### config.mk
export PLATFORM = sky130hd
export DESIGN_NAME = simd2x_round_sched
export DESIGN_NICKNAME = d
export VERILOG_FILES = /design/src/rtl/bicubic_sched_pkg.sv /design/src/rtl/rr_arbiter.sv /design/src/rtl/simd2x_round_sched.sv
export SDC_FILE = /design/constraint.sdc
export NUM_CORES = 1
export LEC_CHECK = 0
export ABC_AREA = 1
export CORE_AREA = 4 4 209 211
export CTS_CLUSTER_DIAMETER = 120
export CTS_CLUSTER_SIZE = 30
export DETAILED_ROUTE_END_ITERATION = 6
export DIE_AREA = 0 0 213 215
export MAX_ROUTING_LAYER = met4
export SLEW_MARGIN = 0
export SYNTH_ARGS = -nofsm -noshare
export SYNTH_HDL_FRONTEND = slang
export SYNTH_SLANG_ARGS = --single-unit
### constraint.sdc
create_clock -name clk -period 6.2 [get_ports clk]
set_input_delay 0.93 -clock clk [delete_from_list [all_inputs] [get_ports clk]]
set_output_delay 0.93 -clock clk [all_outputs]
set_load 0.02 [all_outputs]
### src/rtl/bicubic_sched_pkg.sv
// bicubic_sched_pkg: shared FSM states, tag type and ID width helper for the round scheduler.
package bicubic_sched_pkg;
  typedef enum logic [1:0] {INIT, RUN, DRAIN} sched_state_t;
  localparam int MAX_ID_W = 3;
  typedef struct packed {
    logic                v;
    logic [MAX_ID_W-1:0] id;
  } tag_t;
  function automatic int id_w(input int n);
    return (n < 2) ? 1 : $clog2(n);
  endfunction
endpackage

### src/rtl/rr_arbiter.sv
// rr_arbiter: one-hot round-robin grant; SIMD2X_SCHED_PRIO_EN gives requester 0 strict priority.
module rr_arbiter
  import bicubic_sched_pkg::*;
#(
  parameter int NUM_REQ = 4,
  parameter int ID_W    = id_w(NUM_REQ)
) (
  input  logic               clk,
  input  logic               aresetn,
  input  logic [NUM_REQ-1:0] req,
  output logic [NUM_REQ-1:0] gnt,
  output logic [ID_W-1:0]    gnt_id
);
`ifdef SIMD2X_SCHED_PRIO_EN
  localparam bit PRIO = 1'b1;
`else
  localparam bit PRIO = 1'b0;
`endif
  logic [ID_W-1:0] last;
  logic            hit;
  int              j;
  always_comb begin
    gnt    = '0;
    gnt_id = '0;
    j      = 0;
    hit    = PRIO && req[0];
    gnt[0] = hit;
    for (int k = 1; k <= NUM_REQ; k++) begin
      j = (int'(last) + k) % NUM_REQ;
      if (!hit && req[j[ID_W-1:0]] && !(PRIO && j == 0)) begin
        gnt[j[ID_W-1:0]] = 1'b1;
        gnt_id           = j[ID_W-1:0];
        hit              = 1'b1;
      end
    end
  end
  // priority grants to requester 0 leave the rotation of the others untouched
  always_ff @(posedge clk or negedge aresetn)
    if (!aresetn) last <= ID_W'(NUM_REQ - 1);
    else if (|gnt && !(PRIO && gnt[0])) last <= gnt_id;
endmodule

### src/rtl/simd2x_round_sched.sv
// simd2x_round_sched: shares one simd2x_round unit among NUM_REQ requesters with tag tracking.
// Option: SIMD2X_SCHED_PRIO_EN makes requester 0 strict-priority (see rr_arbiter).
module simd2x_round_sched
  import bicubic_sched_pkg::*;
#(
  parameter int NUM_REQ        = 4,
  parameter int INPUT_WIDTH    = 48,
  parameter int OUTPUT_WIDTH   = 9,
  parameter int ROUND_LATENCY  = 2,
  parameter int DSP_RST_CYCLES = 4,
  parameter int ID_W           = id_w(NUM_REQ)
) (
  input  logic                           clk,
  input  logic                           aresetn,
  input  logic [NUM_REQ-1:0]             req_valid,
  output logic [NUM_REQ-1:0]             req_ready,
  input  logic [NUM_REQ*INPUT_WIDTH-1:0] req_ch0,
  input  logic [NUM_REQ*INPUT_WIDTH-1:0] req_ch1,
  input  logic                           flush_req,
  output logic                           flush_done,
  output logic                           round_clken,
  output logic                           round_dsp_reset,
  output logic [INPUT_WIDTH-1:0]         round_rin_ch0,
  output logic [INPUT_WIDTH-1:0]         round_rin_ch1,
  input  logic [OUTPUT_WIDTH-1:0]        round_rout_ch0,
  input  logic [OUTPUT_WIDTH-1:0]        round_rout_ch1,
  output logic                           out_valid,
  input  logic                           out_ready,
  output logic [ID_W-1:0]                out_id,
  output logic [OUTPUT_WIDTH-1:0]        out_ch0,
  output logic [OUTPUT_WIDTH-1:0]        out_ch1,
  output logic                           busy
);
  localparam int CW = $clog2(DSP_RST_CYCLES + 1);
  sched_state_t           st, nxt;
  logic [CW-1:0]          cnt;
  logic                   adv, grant_en, iss_v, tag_busy;
  logic [ID_W-1:0]        iss_id, gnt_id;
  logic [NUM_REQ-1:0]     gnt;
  logic [INPUT_WIDTH-1:0] sel_ch0, sel_ch1;
  tag_t                   tag [ROUND_LATENCY];
  // the whole pipe (issue reg, unit, tags, output reg) moves as one when the output can accept
  assign adv             = st != INIT && (!out_valid || out_ready);
  assign grant_en        = st == RUN && !flush_req && adv;
  assign round_clken     = st == INIT || adv;
  assign round_dsp_reset = st == INIT;
  assign req_ready       = gnt;
  assign busy            = iss_v || tag_busy || out_valid;
  rr_arbiter #(.NUM_REQ(NUM_REQ), .ID_W(ID_W)) u_arb (
    .clk    (clk),
    .aresetn(aresetn),
    .req    (grant_en ? req_valid : '0),
    .gnt    (gnt),
    .gnt_id (gnt_id)
  );
  always_comb begin
    sel_ch0  = '0;
    sel_ch1  = '0;
    tag_busy = 1'b0;
    for (int i = 0; i < NUM_REQ; i++)
      if (gnt[i]) begin
        sel_ch0 = req_ch0[i*INPUT_WIDTH +: INPUT_WIDTH];
        sel_ch1 = req_ch1[i*INPUT_WIDTH +: INPUT_WIDTH];
      end
    for (int i = 0; i < ROUND_LATENCY; i++) tag_busy = tag_busy | tag[i].v;
  end
  always_comb begin
    nxt        = st;
    flush_done = 1'b0;
    if (st == INIT) nxt = (cnt == CW'(DSP_RST_CYCLES - 1)) ? RUN : INIT;
    else if (st == RUN) nxt = flush_req ? DRAIN : RUN;
    else if (!busy) begin
      nxt        = RUN;
      flush_done = 1'b1;
    end
  end
  always_ff @(posedge clk or negedge aresetn)
    if (!aresetn) begin
      st  <= INIT;
      cnt <= '0;
    end else begin
      st  <= nxt;
      cnt <= (st == INIT) ? cnt + 1'b1 : '0;
    end
  // last tag stage lines up with round_rout_* so the output reg captures id and data together
  always_ff @(posedge clk or negedge aresetn)
    if (!aresetn) begin
      iss_v         <= 1'b0;
      iss_id        <= '0;
      round_rin_ch0 <= '0;
      round_rin_ch1 <= '0;
      for (int i = 0; i < ROUND_LATENCY; i++) tag[i] <= '0;
      out_valid     <= 1'b0;
      out_id        <= '0;
      out_ch0       <= '0;
      out_ch1       <= '0;
    end else if (adv) begin
      iss_v         <= |gnt;
      iss_id        <= gnt_id;
      round_rin_ch0 <= sel_ch0;
      round_rin_ch1 <= sel_ch1;
      tag[0]        <= '{v: iss_v, id: MAX_ID_W'(iss_id)};
      for (int i = 1; i < ROUND_LATENCY; i++) tag[i] <= tag[i-1];
      out_valid     <= tag[ROUND_LATENCY-1].v;
      out_id        <= tag[ROUND_LATENCY-1].id[ID_W-1:0];
      out_ch0       <= round_rout_ch0;
      out_ch1       <= round_rout_ch1;
    end
endmodule

Word-level counts from Yosys, hierarchy flattened --
Cells that the tools add are included.
Operators by class: $add $sub $neg 5, $lt $le $gt $ge 8, eq/ne operators 3, multiplexer cells 45, bitwise logic cells 4, reduce and logical (&&, ||, !) cells 22
Operator list (number):
- two-way mux 48 bit | 8
- two-way mux 4 bit | 5
- two-way mux 2 bit | 8
- two-way mux 1 bit | 15
- less-than comparator 2 x 3 -> 1 bit, second input constant | 4
- bitwise OR 4 bit | 3
- logical AND 1 bit | 10
- binary-select mux 1 bit (select 2 bit) | 4
- demux 1 bit (select 2 bit) | 4
- greater-or-equal comparator 2 x 1 -> 1 bit, second input constant | 4
- logical NOT 1 bit | 5
- adder 2 x 1 -> 2 bit, second input constant | 2
- adder 2 bit, second input constant | 2
- logical OR 1 bit | 4
- OR reduction 4 bit | 1
- adder 3 x 1 -> 3 bit, second input constant | 1
- equality test 3 x 2 -> 1 bit, second input constant | 1
- two-way mux 3 bit | 1
- inequality test 3 x 2 -> 1 bit, second input constant | 1
- equality test 2 x 1 -> 1 bit, second input constant | 1
- logical NOT 2 bit | 1
- nonzero test 2 bit | 1
- bitwise OR 1 bit | 1
Word-level totals: register bits after elaboration 133, bits of input ports 410, output and inout bits 125, logic and storage cells 102

Logic depth before layout (Yosys ltp) --
depth after elaboration 21, depth in mapped cells 20, depth with buffers taken out 17

Cells and area by module --
A second synthesis with hierarchy kept.
Second synthesis, totals: cells, all modules 1503, area, all modules 9285.2 sq um
By module, submodules not included:
- simd2x_round_sched | times used 1, cells an instance 1413, area an instance 8665.8 sq um, sequential area each 3278.1 sq um
- rr_arbiter | times used 1, cells an instance 90, area an instance 619.3 sq um, sequential area each 52.6 sq um

Worst setup path before layout --
Ideal clock, no wire load.
path kind reg2out, start point register u_arb.last[0], end point output port req_ready[3], arrival time 2.456 ns, slack 2.814 ns, cell stages (with the launch flop) 12, cells stage by stage dfstp_2 buf_2 clkinv_1 buf_4 ha_1 inv_1 nand3_2 nand2_4 nor2_4 nand3_2 o21ai_4 clkbuf_1
On the way: longest elaborated chain between the ends 13, elaborated cells on any way between the ends 48
Ends and longest elaborated chain:
- start: declaration | RTL line rr_arbiter.sv:19 | logic [ID_W-1:0] last;
- start signal: assignment | RTL line rr_arbiter.sv:39 | if (!aresetn) last <= ID_W'(NUM_REQ - 1);
- start signal: assignment | RTL line rr_arbiter.sv:40 | else if (|gnt && !(PRIO && gnt[0])) last <= gnt_id;
- branches (longest 12 deep; another with less-than comparator 2 x 3 -> 1 bit)
- two-way mux 4 bit (*) | RTL line rr_arbiter.sv:30 | if (!hit && req[j[ID_W-1:0]] && !(PRIO && j == 0)) begin
- end: declaration | RTL line simd2x_round_sched.sv:16 | output logic [NUM_REQ-1:0] req_ready,
Every way passes the cells marked *. The select of a mux whose other input is x is not followed.

Worst setup path in the final report --
start point register u_arb.last[0], end point output port req_ready[2]
The elaborated chain is that of the path after synthesis.

==> results.md <==
* Final setup TNS at 0 ns
* Post-CTS sizing at 0
* Worst setup SP type: register
* # setup viols final at 0
* Drt initial violations at 542
* CTS sink count at 133
* Largest net degree at the start of global routing at 97
* Crit-path max FO at 63
* Worst Setup End Kind: primary output
* Reg2reg end: round_rin_ch0[46]$_DFFE_PN0N_
* Tcrit/Tclk final at 79.5%
* Layout cells sized above 1 at 5.55%
* Run status: finished clean
* XOR/XNOR Fraction of Synth Area at 0%
* Hold worst-path end: cnt[0]$_DFF_PN0_
* Clock tree buffer depth at 2
* Critical path type: reg -> out
* Core area at 41800 sq um
* RR Startpoint: u_arb.last[0]$_DFFE_PN1P_
* Starting Density at 22.1%
* Port-buffer cells at 534
* Unrepaired setup endpoints after global routing: false
* Top FF cell, synth: dfrtp_1
* Area growth syn-to-layout at 67.8%
* Sequential area share after synthesis at 36.1%
* Total grt overflow at 0
* Row count at 75
* Worst path cell trace: clkinv_1 -> ha_1 -> inv_1 -> nand2_1 -> nand2_1 -> nand3_2 -> nor2_1 -> nor2_1 -> nand2_4 -> clkdlybuf4s50_1
* Final Max Tran Viols at 0
* Yosys warns at 0
* WL/cell at 17.6 microns
* Measured slew at the worst slew-check pin at 1.14 ns
* Cts hold-fix bufs at 0
* Mapped Area at 9220 sq um
* Final nets at 2332
* GRT Overall Usage at 18.7%
* CP Buf/Inv Count at 3
* Hold Crit Start: cnt[0]$_DFF_PN0_
* Yosys cell types at 34
* Final Critical Period at 4.93 ns
* EDFF count, synth at 0
* Worst Clk Skew at 0.00989 ns
* Dominant delay contributor by cell family on the critical path: buffers and inverters
* Hold Crit Depth at 1
* R2R setup slack at 2.08 ns
* Drt first pass iters at 6
* CP max stage cell: clkdlybuf4s50_1
* Fillers at 4451
* Post-DP HPWL at 32700 microns
* Critical path depth at 10
* Overall power after layout at 9.53 mW
* Clock Pin Slew Worst Setup and Hold Paths at 0.06 ns
* Mapped Nets at 1858
* Tightest Hold Check Type: reg -> reg
* Compound-Gate Fraction of Synth Area at 11.6%
* Synthesized flop and latch total at 133
* Slew Limit Headroom at 24.1%
* Clock latency on the worst-skew pair at 0.45 ns
* Drt drc at 0
* IO Pins at 535
* Via count at 10999
* CTS Buf Count at 17
* DIE AREA at 45800 sq um
* DRT antenna net count at 0
* Worst EP required at 5.27 ns
* Adder-cell area share of the yosys netlist at 0.815%
* Max-Cap Viols at 0
* Fin. Hold Viols at 0
* Simple-gate share of the synthesized area at 39.1%
* Root Buffer: clkbuf_16
* P_leak at 7.43 nW
* Initial antenna violation count at 3
* Final WL at 43500 microns
* Die H at 215 microns
* VDD IR max at 0.478 mV
* Synthesized instance count at 1442
* CTS H-tree lvls at 4
* Max Fclk at 203 MHz
* Pwr Density at 616 nW/um^2
* # Post-CTS Setup Buffers at 0
* CP max stage delay at 0.74 ns
* Vias in the first global route at 11037
* Worst r2r path cells at 15
* Largest family of logic cells by synthesized area: simple AND/OR/NAND/NOR gates
* Post-synthesis mux area share at 2.57%
* X dimension of the die at 213 microns
* CTS tree: built
* Final Wtd Congestion at 0.935
* Share of flip-flops with an asynchronous set or reset at 100%
* First-pass GRT wire length at 64300 microns
* Syn avg cell area at 6.39 sq um
* DR vias/cell at 4.45
* CP arrival at 4.00 ns
## cells in the mapped netlist, types with 2 or more instances
cell type	n	area [sq um]
nand4_1	12	75.1
buf_6	6	67.6
dfstp_2	2	52.6
or2_0	63	394
buf_2	33	165
nand3_2	4	40.0
a21oi_1	195	976
buf_4	11	82.6
nand2_2	3	18.8
ha_1	6	75.1
clkbuf_1	33	124
nand2_1	710	2670
nand3_1	16	80.1
o21ai_0	6	30.0
o21ai_1	3	15.0
or2_2	26	163
or2_1	7	43.8
inv_2	3	11.3
dfrtp_1	131	3280
nor2_1	20	75.1
mux2_2	21	236
buf_1	5	18.8
inv_1	115	432
## cells by family after synthesis
kind of cell	count (synthesis)
flops	133
compound gates	209
fa+ha+maj	6
mux	21
buf+inv	207
simple gates	866
## how the worst max path moves through the flow
stage / start / endpoint / slack [ns]
2_1_floorplan: u_arb.last[0]$_DFFE_PN1P_ / req_ready[3] / 2.81
3_3_place_gp: out_ready / req_ready[2] / 1.51
3_5_place_dp: out_ready / req_ready[2] / 1.41
4_1_cts: u_arb.last[0]$_DFFE_PN1P_ / req_ready[2] / 1.32
5_1_grt: u_arb.last[0]$_DFFE_PN1P_ / req_ready[2] / 1.0
6_report: u_arb.last[0]$_DFFE_PN1P_ / req_ready[2] / 1.27
## report_power, final
group / switching, mW / leakage, nW / internal (mW) / total (mW)
sequential: 0.263 / 1.60 / 1.40 / 1.66
combinational: 4.30 / 5.55 / 2.54 / 6.84
clock: 0.421 / 0.280 / 0.613 / 1.03
total: 4.98 / 7.43 / 4.55 / 9.53
## stage by stage
stage | util (%) | cells | hold slack (ns) | worst slack, ns | instance area (sq um)
finish | 37.0 | 2472 | 0.437 | 1.27 | 15500
global route | 37.0 | 2471 | 0.469 | 0.995 | 15500
CTS | 37.0 | 2468 | 0.441 | 1.32 | 15500
detailed placement | 35.6 | 2436 | 0.432 | 1.41 | 14900
global placement | 35.6 | 2436 | 0.421 | 1.51 | 14900
floorplan | - | 1442 | 0.410 | 2.81 | 9220
## layer usage
layer / track usage (%) / wire length [microns] / up-vias
met2: 30.9 / 20700 / 501
met1: 20.6 / 17000 / 5032
met3: 6.66 / 4070 / 72
met4: 7.45 / 1720 / 0
li1: - / - / 5394
met5: - / 0 / -
## flip-flops by register name, summed over array words and instances (netlist names)
register / flops
cnt: 3
iss_id: 2
iss_v: 1
out_ch0: 9
out_ch1: 9
out_id: 2
out_valid: 1
round_rin_ch0: 48
round_rin_ch1: 48
st: 2
tag: 6
u_arb.last: 2
## layout make-up
cell class / count / area, sq um / area share [%]
Tap cell: 539 / 674 / 4.36
Multi-Input combinational cell: 1102 / 5000 / 32.4
Clock inverter: 11 / 124 / 0.801
Inverter: 119 / 449 / 2.90
Timing Repair Buffer: 543 / 5410 / 35.0
Antenna cell: 4 / 10.0 / 0.0647
Sequential cell: 133 / 3330 / 21.5
Clock buffer: 21 / 460 / 2.98
## cell usage in the layout, fill, tap and decap left out, types with 2 or more instances in the layout
master | netlist | layout
a21oi_1 | 195 | 195
buf_4 | 11 | 9
bufinv_16 | 0 | 2
clkbuf_1 | 33 | 2
clkbuf_16 | 0 | 17
clkbuf_8 | 0 | 2
clkdlybuf4s50_1 | 0 | 533
clkinv_2 | 0 | 3
clkinvlp_4 | 0 | 3
dfrtp_1 | 131 | 131
dfstp_2 | 2 | 2
diode_2 | 0 | 4
ha_1 | 6 | 6
inv_1 | 115 | 115
inv_2 | 3 | 2
inv_6 | 0 | 2
mux2_2 | 21 | 21
nand2_1 | 710 | 708
nand2_4 | 1 | 5
nand3_1 | 16 | 16
nand3_2 | 4 | 4
nand4_1 | 12 | 12
nor2_1 | 20 | 20
o21ai_0 | 6 | 6
o21ai_1 | 3 | 3
or2_0 | 63 | 63
or2_1 | 7 | 7
or2_2 | 26 | 26
No activity file was read; power rests on OpenSTA's default activity.
